<file path="config.mk">
export PLATFORM = sky130hd
export DESIGN_NAME = irq_ctrl_flat
export DESIGN_NICKNAME = d
export VERILOG_FILES = /design/src/rtl/irq_ctrl_pkg.sv /design/src/rtl/irq_ctrl_if.sv /design/src/rtl/irq_prio_enc.sv /design/src/rtl/irq_ctrl.sv /design/src/flat_wrapper.sv
export SDC_FILE = /design/constraint.sdc
export NUM_CORES = 1
export LEC_CHECK = 0
export CORE_MARGIN = 5
export CORE_UTILIZATION = 35
export CTS_CLUSTER_SIZE = 20
export DETAILED_ROUTE_END_ITERATION = 10
export PLACE_DENSITY_LB_ADDON = 0.05
export SLEW_MARGIN = 20
export SYNTH_ARGS = -nofsm -noshare
export SYNTH_HDL_FRONTEND = slang
export SYNTH_SLANG_ARGS = --single-unit
</file>
<file path="constraint.sdc">
create_clock -name clk -period 5 [get_ports clk]
set_input_delay 0.75 -clock clk [delete_from_list [all_inputs] [get_ports clk]]
set_output_delay 0.75 -clock clk [all_outputs]
set_load 0.1 [all_outputs]
</file>
<file path="src/rtl/irq_ctrl_pkg.sv">
// -----------------------------------------------------------------------------
// irq_ctrl_pkg
// Shared constants for the priority interrupt controller: register offsets
// inside the 8-byte window, the VEC register layout and the index width.
// No ports.
// -----------------------------------------------------------------------------
package irq_ctrl_pkg;

    // Register offsets (addr[2:0]) inside the window.
    localparam logic [2:0] OFF_PEND = 3'd0;
    localparam logic [2:0] OFF_MASK = 3'd1;
    localparam logic [2:0] OFF_VEC  = 3'd2;
    localparam logic [2:0] OFF_ISR  = 3'd3;
    localparam logic [2:0] OFF_EOI  = 3'd4;
    localparam logic [2:0] OFF_TRIG = 3'd5;

    // VEC read layout: {valid, 4'b0, idx[2:0]}.
    localparam int VEC_VALID_BIT = 7;
    localparam int IDX_W         = 3;

endpackage : irq_ctrl_pkg

</file>
<file path="src/rtl/irq_ctrl_if.sv">
// -----------------------------------------------------------------------------
// irq_ctrl_if
// CPU-side bus of the interrupt controller (8-bit data, 16-bit address,
// rwb = 1 means read).
//   bus_en : bus cycle valid this clk          (master -> slave)
//   addr   : address                           (master -> slave)
//   rwb    : 1 = read, 0 = write               (master -> slave)
//   wdata  : write data                        (master -> slave)
//   rdata  : combinational read data, 0 when not selected (slave -> master)
//   sel    : address falls in the register window (slave -> master)
// -----------------------------------------------------------------------------
interface irq_ctrl_if;

    logic        bus_en;
    logic [15:0] addr;
    logic        rwb;
    logic [7:0]  wdata;
    logic [7:0]  rdata;
    logic        sel;

    modport master (
        output bus_en, addr, rwb, wdata,
        input  rdata, sel
    );

    modport slave (
        input  bus_en, addr, rwb, wdata,
        output rdata, sel
    );

endinterface : irq_ctrl_if

</file>
<file path="src/rtl/irq_prio_enc.sv">
// -----------------------------------------------------------------------------
// irq_prio_enc
// Combinational lowest-set-bit finder; bit 0 has the highest priority.
//   vec   : input vector, N bits
//   found : any bit of vec is set
//   idx   : index of the lowest set bit (0 when found = 0)
// -----------------------------------------------------------------------------
module irq_prio_enc
    import irq_ctrl_pkg::*;
#(
    parameter int N = 8
) (
    input  logic [N-1:0]     vec,
    output logic             found,
    output logic [IDX_W-1:0] idx
);

    // NOTE: every output of a combinational block is given a default before
    // any conditional assignment, otherwise synthesis infers a latch.
    always_comb begin
        found = 1'b0;
        idx   = '0;
        // Scan from the top down so the lowest set bit is the last writer.
        for (int i = N - 1; i >= 0; i--) begin
            if (vec[i]) begin
                found = 1'b1;
                idx   = IDX_W'(i);
            end
        end
    end

endmodule : irq_prio_enc

</file>
<file path="src/rtl/irq_ctrl.sv">
// -----------------------------------------------------------------------------
// irq_ctrl
// Memory-mapped priority interrupt controller in front of the CPU irq input.
// Synchronises N_SRC rising-edge request lines, latches them in PEND, masks
// them with MASK, and raises irq when the best eligible source outranks the
// current in-service level (ISR), which allows nested interrupts.
//
// Register window (BASE_ADDR, 8 bytes, 8-aligned):
//   0 PEND  read pending, write-1-clears
//   1 MASK  read/write, 1 = enabled
//   2 VEC   read = acknowledge, {valid, 4'b0, idx}
//   3 ISR   read-only in-service
//   4 EOI   any write clears the lowest set ISR bit
//   5 TRIG  read/write level-trigger select (IRQ_CTRL_LEVEL_TRIG_EN only)
//   5-7     otherwise read 0, writes ignored
//
// Ports:
//   clk  : clock
//   rst  : synchronous active-high reset
//   src  : asynchronous rising-edge request lines (bit 0 = highest priority)
//   bus  : CPU bus, slave side (see irq_ctrl_if)
//   irq  : registered interrupt request to the CPU
//
// Build option: define IRQ_CTRL_LEVEL_TRIG_EN to add the TRIG register; a
// source with TRIG set has PEND following its synchronised level.
// -----------------------------------------------------------------------------
module irq_ctrl
    import irq_ctrl_pkg::*;
#(
    parameter int          N_SRC     = 8,
    parameter logic [15:0] BASE_ADDR = 16'hFF00
) (
    input  logic             clk,
    input  logic             rst,
    input  logic [N_SRC-1:0] src,
    irq_ctrl_if.slave        bus,
    output logic             irq
);

    logic [N_SRC-1:0] s1, s2, s3;
    logic [N_SRC-1:0] pend, mask, isr;
`ifdef IRQ_CTRL_LEVEL_TRIG_EN
    logic [N_SRC-1:0] trig;
`endif

    logic [N_SRC-1:0] edge_det;
    logic [N_SRC-1:0] eligible;
    logic [N_SRC-1:0] w1c;
    logic [N_SRC-1:0] ack_mask;
    logic [N_SRC-1:0] isr_ack;
    logic [N_SRC-1:0] eoi_clr;
    logic [N_SRC-1:0] pend_edge_next;
    logic [N_SRC-1:0] pend_next;
    logic [N_SRC-1:0] isr_next;

    logic             elig_found, isr_found;
    logic [IDX_W-1:0] best, cur;
    logic             access, wr, rd, ack, eoi, irq_next;
    logic [2:0]       off;
    logic [7:0]       vec_word;

    // ---------------------------------------------------------------- decode
    assign bus.sel = (bus.addr[15:3] == BASE_ADDR[15:3]);
    assign access  = bus.bus_en & bus.sel;
    assign off     = bus.addr[2:0];
    assign wr      = access & ~bus.rwb;
    assign rd      = access & bus.rwb;

    // ------------------------------------------------------------- priority
    assign edge_det = s2 & ~s3;
    assign eligible = pend & mask;

    irq_prio_enc #(.N(N_SRC)) u_elig_enc (
        .vec   (eligible),
        .found (elig_found),
        .idx   (best)
    );

    irq_prio_enc #(.N(N_SRC)) u_isr_enc (
        .vec   (isr),
        .found (isr_found),
        .idx   (cur)
    );

    // A source may interrupt only when it outranks the current service level.
    assign irq_next = elig_found & (~isr_found | (best < cur));

    assign ack = rd & (off == OFF_VEC) & elig_found;
    assign eoi = wr & (off == OFF_EOI);
    assign w1c = (wr && off == OFF_PEND) ? bus.wdata[N_SRC-1:0] : '0;

    always_comb begin
        ack_mask = '0;
        for (int i = 0; i < N_SRC; i++) begin
            ack_mask[i] = ack && (best == IDX_W'(i));
        end
    end

    // EOI sees the ISR with the same-cycle acknowledge already applied.
    assign isr_ack = isr | ack_mask;

    always_comb begin
        logic done;
        eoi_clr = '0;
        done    = 1'b0;
        for (int i = 0; i < N_SRC; i++) begin
            if (!done && isr_ack[i]) begin
                eoi_clr[i] = eoi;
                done       = 1'b1;
            end
        end
    end

    assign isr_next = isr_ack & ~eoi_clr;

    // A new edge wins over a clear arriving in the same cycle.
    assign pend_edge_next = (pend & ~w1c & ~ack_mask) | edge_det;

`ifdef IRQ_CTRL_LEVEL_TRIG_EN
    assign pend_next = (trig & s2) | (~trig & pend_edge_next);
`else
    assign pend_next = pend_edge_next;
`endif

    // ------------------------------------------------------------ read data
    always_comb begin
        vec_word                = '0;
        vec_word[VEC_VALID_BIT] = 1'b1;
        vec_word[IDX_W-1:0]     = best;
    end

    always_comb begin
        bus.rdata = 8'h00;
        if (bus.sel) begin
            case (off)
                OFF_PEND: bus.rdata = 8'(pend);
                OFF_MASK: bus.rdata = 8'(mask);
                OFF_VEC:  bus.rdata = elig_found ? vec_word : 8'h00;
                OFF_ISR:  bus.rdata = 8'(isr);
`ifdef IRQ_CTRL_LEVEL_TRIG_EN
                OFF_TRIG: bus.rdata = 8'(trig);
`endif
                default:  bus.rdata = 8'h00;
            endcase
        end
    end

    // ------------------------------------------------------------- registers
    // NOTE: state is updated with non-blocking assignments so every flop
    // samples pre-edge values regardless of statement order.
    always_ff @(posedge clk) begin
        if (rst) begin
            s1   <= '0;
            s2   <= '0;
            s3   <= '0;
            pend <= '0;
            mask <= '0;
            isr  <= '0;
            irq  <= 1'b0;
        end else begin
            s1   <= src;
            s2   <= s1;
            s3   <= s2;
            pend <= pend_next;
            isr  <= isr_next;
            irq  <= irq_next;
            if (wr && off == OFF_MASK) begin
                mask <= bus.wdata[N_SRC-1:0];
            end
        end
    end

`ifdef IRQ_CTRL_LEVEL_TRIG_EN
    always_ff @(posedge clk) begin
        if (rst) begin
            trig <= '0;
        end else if (wr && off == OFF_TRIG) begin
            trig <= bus.wdata[N_SRC-1:0];
        end
    end
`endif

endmodule : irq_ctrl

</file>
<file path="src/flat_wrapper.sv">
// flat-port wrapper written by rule: the top's interface ports become plain ports
module irq_ctrl_flat import irq_ctrl_pkg::*;
#(
    parameter int          N_SRC     = 8,
    parameter logic [15:0] BASE_ADDR = 16'hFF00
)
  (clk, rst, src, irq, bus_bus_en, bus_addr, bus_rwb, bus_wdata, bus_rdata, bus_sel);
  irq_ctrl_if bus_i ();
  input  logic clk;
  input  logic rst;
  input  logic [N_SRC-1:0] src;
  output logic irq;
  input wire logic [$bits(bus_i.bus_en)-1:0] bus_bus_en;
  input wire logic [$bits(bus_i.addr)-1:0] bus_addr;
  input wire logic [$bits(bus_i.rwb)-1:0] bus_rwb;
  input wire logic [$bits(bus_i.wdata)-1:0] bus_wdata;
  output wire logic [$bits(bus_i.rdata)-1:0] bus_rdata;
  output wire logic [$bits(bus_i.sel)-1:0] bus_sel;
  assign bus_i.bus_en = bus_bus_en;
  assign bus_i.addr = bus_addr;
  assign bus_i.rwb = bus_rwb;
  assign bus_i.wdata = bus_wdata;
  assign bus_rdata = bus_i.rdata;
  assign bus_sel = bus_i.sel;
  irq_ctrl #(.N_SRC(N_SRC), .BASE_ADDR(BASE_ADDR)) u_core (.clk(clk), .rst(rst), .src(src), .bus(bus_i), .irq(irq));
endmodule
</file>
==> results.yml <==
outcome:
  outcome: "finished clean"
clock_network:
  path_clk_slew_ps: 80
  cts.sinks: 49
  cts-buffers-inserted: 5
  clockRootBuffer: "clkbuf_8"
  clk_latency_ps: 300
  cts_tree: "done"
  clock_path_buffers: 2
  cts_setup_buffers: 0
  cts_hold_buffers: 0
  htreeDepth: 2
  post_cts_resized: 0
drt:
  dr.max_layer_used: "met4"
  firstDrtPassIters: 6
  wl_met3_um: 226
  drt-total-wl_um: 5450
  drc: 0
  vias_per_cell: 5.08
  routed-via-count: 1875
  wl_met2_um: 2520
  wire_per_inst_um: 14.8
  drtAntennaViolNets: 0
  met1_length_um: 2630
  drt_iter0_drc: 69
finish:
  final_nets: 330
  layout.cells.non_filler: 369
  area_growth_pct: 25.9
  drive_gt1_frac: 0.0856
  utilization: 0.450
  diodes: 0
critical_path:
  crit_arrival_ps: 3210
  reg2reg_depth: 7
  path_max_fanout: 12
  worstSetupPathType: "primary input to output pin"
  startpoint_type: "primary input"
  cp_slowest_stage_delay_ps: 630
  required_ps: 4250
  endpoint_kind: "output pin"
  crit_path_top_delay_cell: "nor4_4"
  cp_cell_sequence: "clkdlybuf4s50_1 -> or4_4 -> nor4_4 -> or2b_1 -> a21oi_1 -> buf_4"
place:
  dp.cells: 362
  numPortBuffers: 45
  place.gp.congestion: 0.808
  hpwlAfterDp_um: 4120
sta:
  worst_pin_slew_ps: 960
  slew_headroom: 0.358
  maxSlewViolCount: 0
  finalSetupViolCount: 0
  fin_crit_sh: 0.792
  period_minus_slack_ps: 3960
  rsz0062_at_grt: "false"
  hold_viol: 0
  fin_tns_setup_ps: 0
  max_freq_mhz: 253
  finClkSkew_ps: 11.9
synthesis:
  netlist.area_leader.share: 0.434
  synthArstFlopShare: 0
  post_synth_num_cell_types: 47
  ys_warn_count: 0
  synth_edf_count: 0
  synth_top_cells_by_area: "dfxtp_1 43%, nor2b_1 8.0%, mux2i_1 6.6%, nor2_1 4.5%, a21oi_1 3.8%"
  yosysMostFrequentCell: "dfxtp_1"
  syn_inst: 250
  ys_seq_area_frac: 0.434
  syn_area_sq_um: 2260
  synth_common_cells: "49 x dfxtp_1, 29 x nor2b_1, 27 x nor2_1"
  synth_nets: 288
  synth_top_cell_by_area: "dfxtp_1"
  synth-main-ff-cell: "dfxtp_1"
  avgSynthCellArea_sq_um: 9.03
  ys_ff_latch: 49
die:
  rows: 29
  start_util: 0.358
  die-area_sq_um: 8160
  core_area_sq_um: 6310
  fp.dieW_um: 90.3
  pin_count: 46
  dieHeight_um: 90.3
pwr:
  p_switching_mw: 0.159
  internal_power_mw: 0.583
  combinationalPowerShare: 0.080
  p_per_area_nw_per_um2: 261
  p_leak_nw: 1.11
  pwr-share-clk: 0.372
  seqPwrFrac: 0.548
  switching_share: 0.214
  total_power_mw: 0.743
  irDropWorstVdd_mv: 0.151
worst_hold_path:
  hold_depth: 1
  hold_path_class: "flop to flop"
global_route:
  grt_max_degree: 45
  grt-ovfl-total: 0
  grt_util_all_layers: 0.139
  grt_pass1_wl_um: 9220
  antenna_found_initial: 0
  grt_pass1_vias: 1810
flow_run:
  cap_violations: 0
path summary, 6_finish.rpt:
path	start	end	slack [ps]
worst min register to register	u_core.s1[2]	u_core.s2[2]	440
worst max-delay path	bus_addr[4]	bus_rdata[0]	1040
worst max register to register	u_core.isr[3]	u_core.irq	2520
worst min-delay path	u_core.s1[2]	u_core.s2[2]	440
cells in the final DEF, fill, tap and decap left out, types with 5 or more instances in the layout:
cell and instances:
a21oi_1 17, and2_1 6, buf_4 10, clkbuf_8 5
clkdlybuf4s50_1 36, dfxtp_1 49, inv_1 10, mux2i_1 15
nand2_1 13, nand3_1 9, nor2_1 27, nor2b_1 29
worst max-delay path: cells and delay by family:
family,cells,cell delay [ps]
AND/OR/NAND/NOR,3,1570
buffers and inverters,2,710
AO/OA/AOI/OAI,1,180
layout make-up:
cell class | instances | area, sq um
Timing Repair Buffer | 46 | 435
Multi-Input combinational cell | 180 | 1190
Sequential cell | 49 | 981
Inverter | 10 | 37.5
Clock buffer | 5 | 68.8
Clock inverter | 2 | 35.0
Fill cell | 663 | 3470
Tap cell | 77 | 96.3
kinds of logic after synthesis:
group	count (synthesis)	share of synthesized area
AND/OR/NAND/NOR	109	0.270
AO/OA/AOI/OAI	53	0.169
flip-flops	49	0.434
buffers and inverters	21	0.0388
multiplexers	16	0.0765
adder cells (fa/ha/maj)	2	0.0111
per-stage QoR:
| step | cell area, sq um | worst slack [ps] | hold slack (ps) |
|---|---|---|---|
| 2_1_floorplan | 2260 | 776 | 414 |
| 3_3_place_gp | 2740 | 1100 | 416 |
| 3_5_place_dp | 2740 | 1040 | 420 |
| 4_1_cts | 2840 | 1040 | 441 |
| 5_1_grt | 2840 | 921 | 460 |
| 6_report | 2840 | 1040 | 441 |
per-layer routing:
metal / global-route usage / up-vias
li1: - / 977
met1: 0.180 / 860
met2: 0.227 / 32
met3: 0.0342 / 6
met4: 0.0409 / 0
met5: 0 / -
sequential cells by signal (all words and copies together) (netlist names):
| register | count |
|---|---|
| u_core.irq | 1 |
| u_core.isr | 8 |
| u_core.mask | 8 |
| u_core.pend | 8 |
| u_core.s1 | 8 |
| u_core.s2 | 8 |
| u_core.s3 | 8 |
power groups by stage:
| stage | logic [mW] | registers (mW) | clock network (mW) |
|---|---|---|---|
| floorplan | 0.0251 | 0.415 | 0 |
| global placement | 0.0595 | 0.416 | 0 |
| detailed placement | 0.0599 | 0.416 | 0 |
| CTS | 0.0600 | 0.407 | 0.281 |
| global route | 0.0651 | 0.409 | 0.300 |
| finish | 0.0591 | 0.407 | 0.276 |
Note: power is estimated with default switching activity, not from simulation.
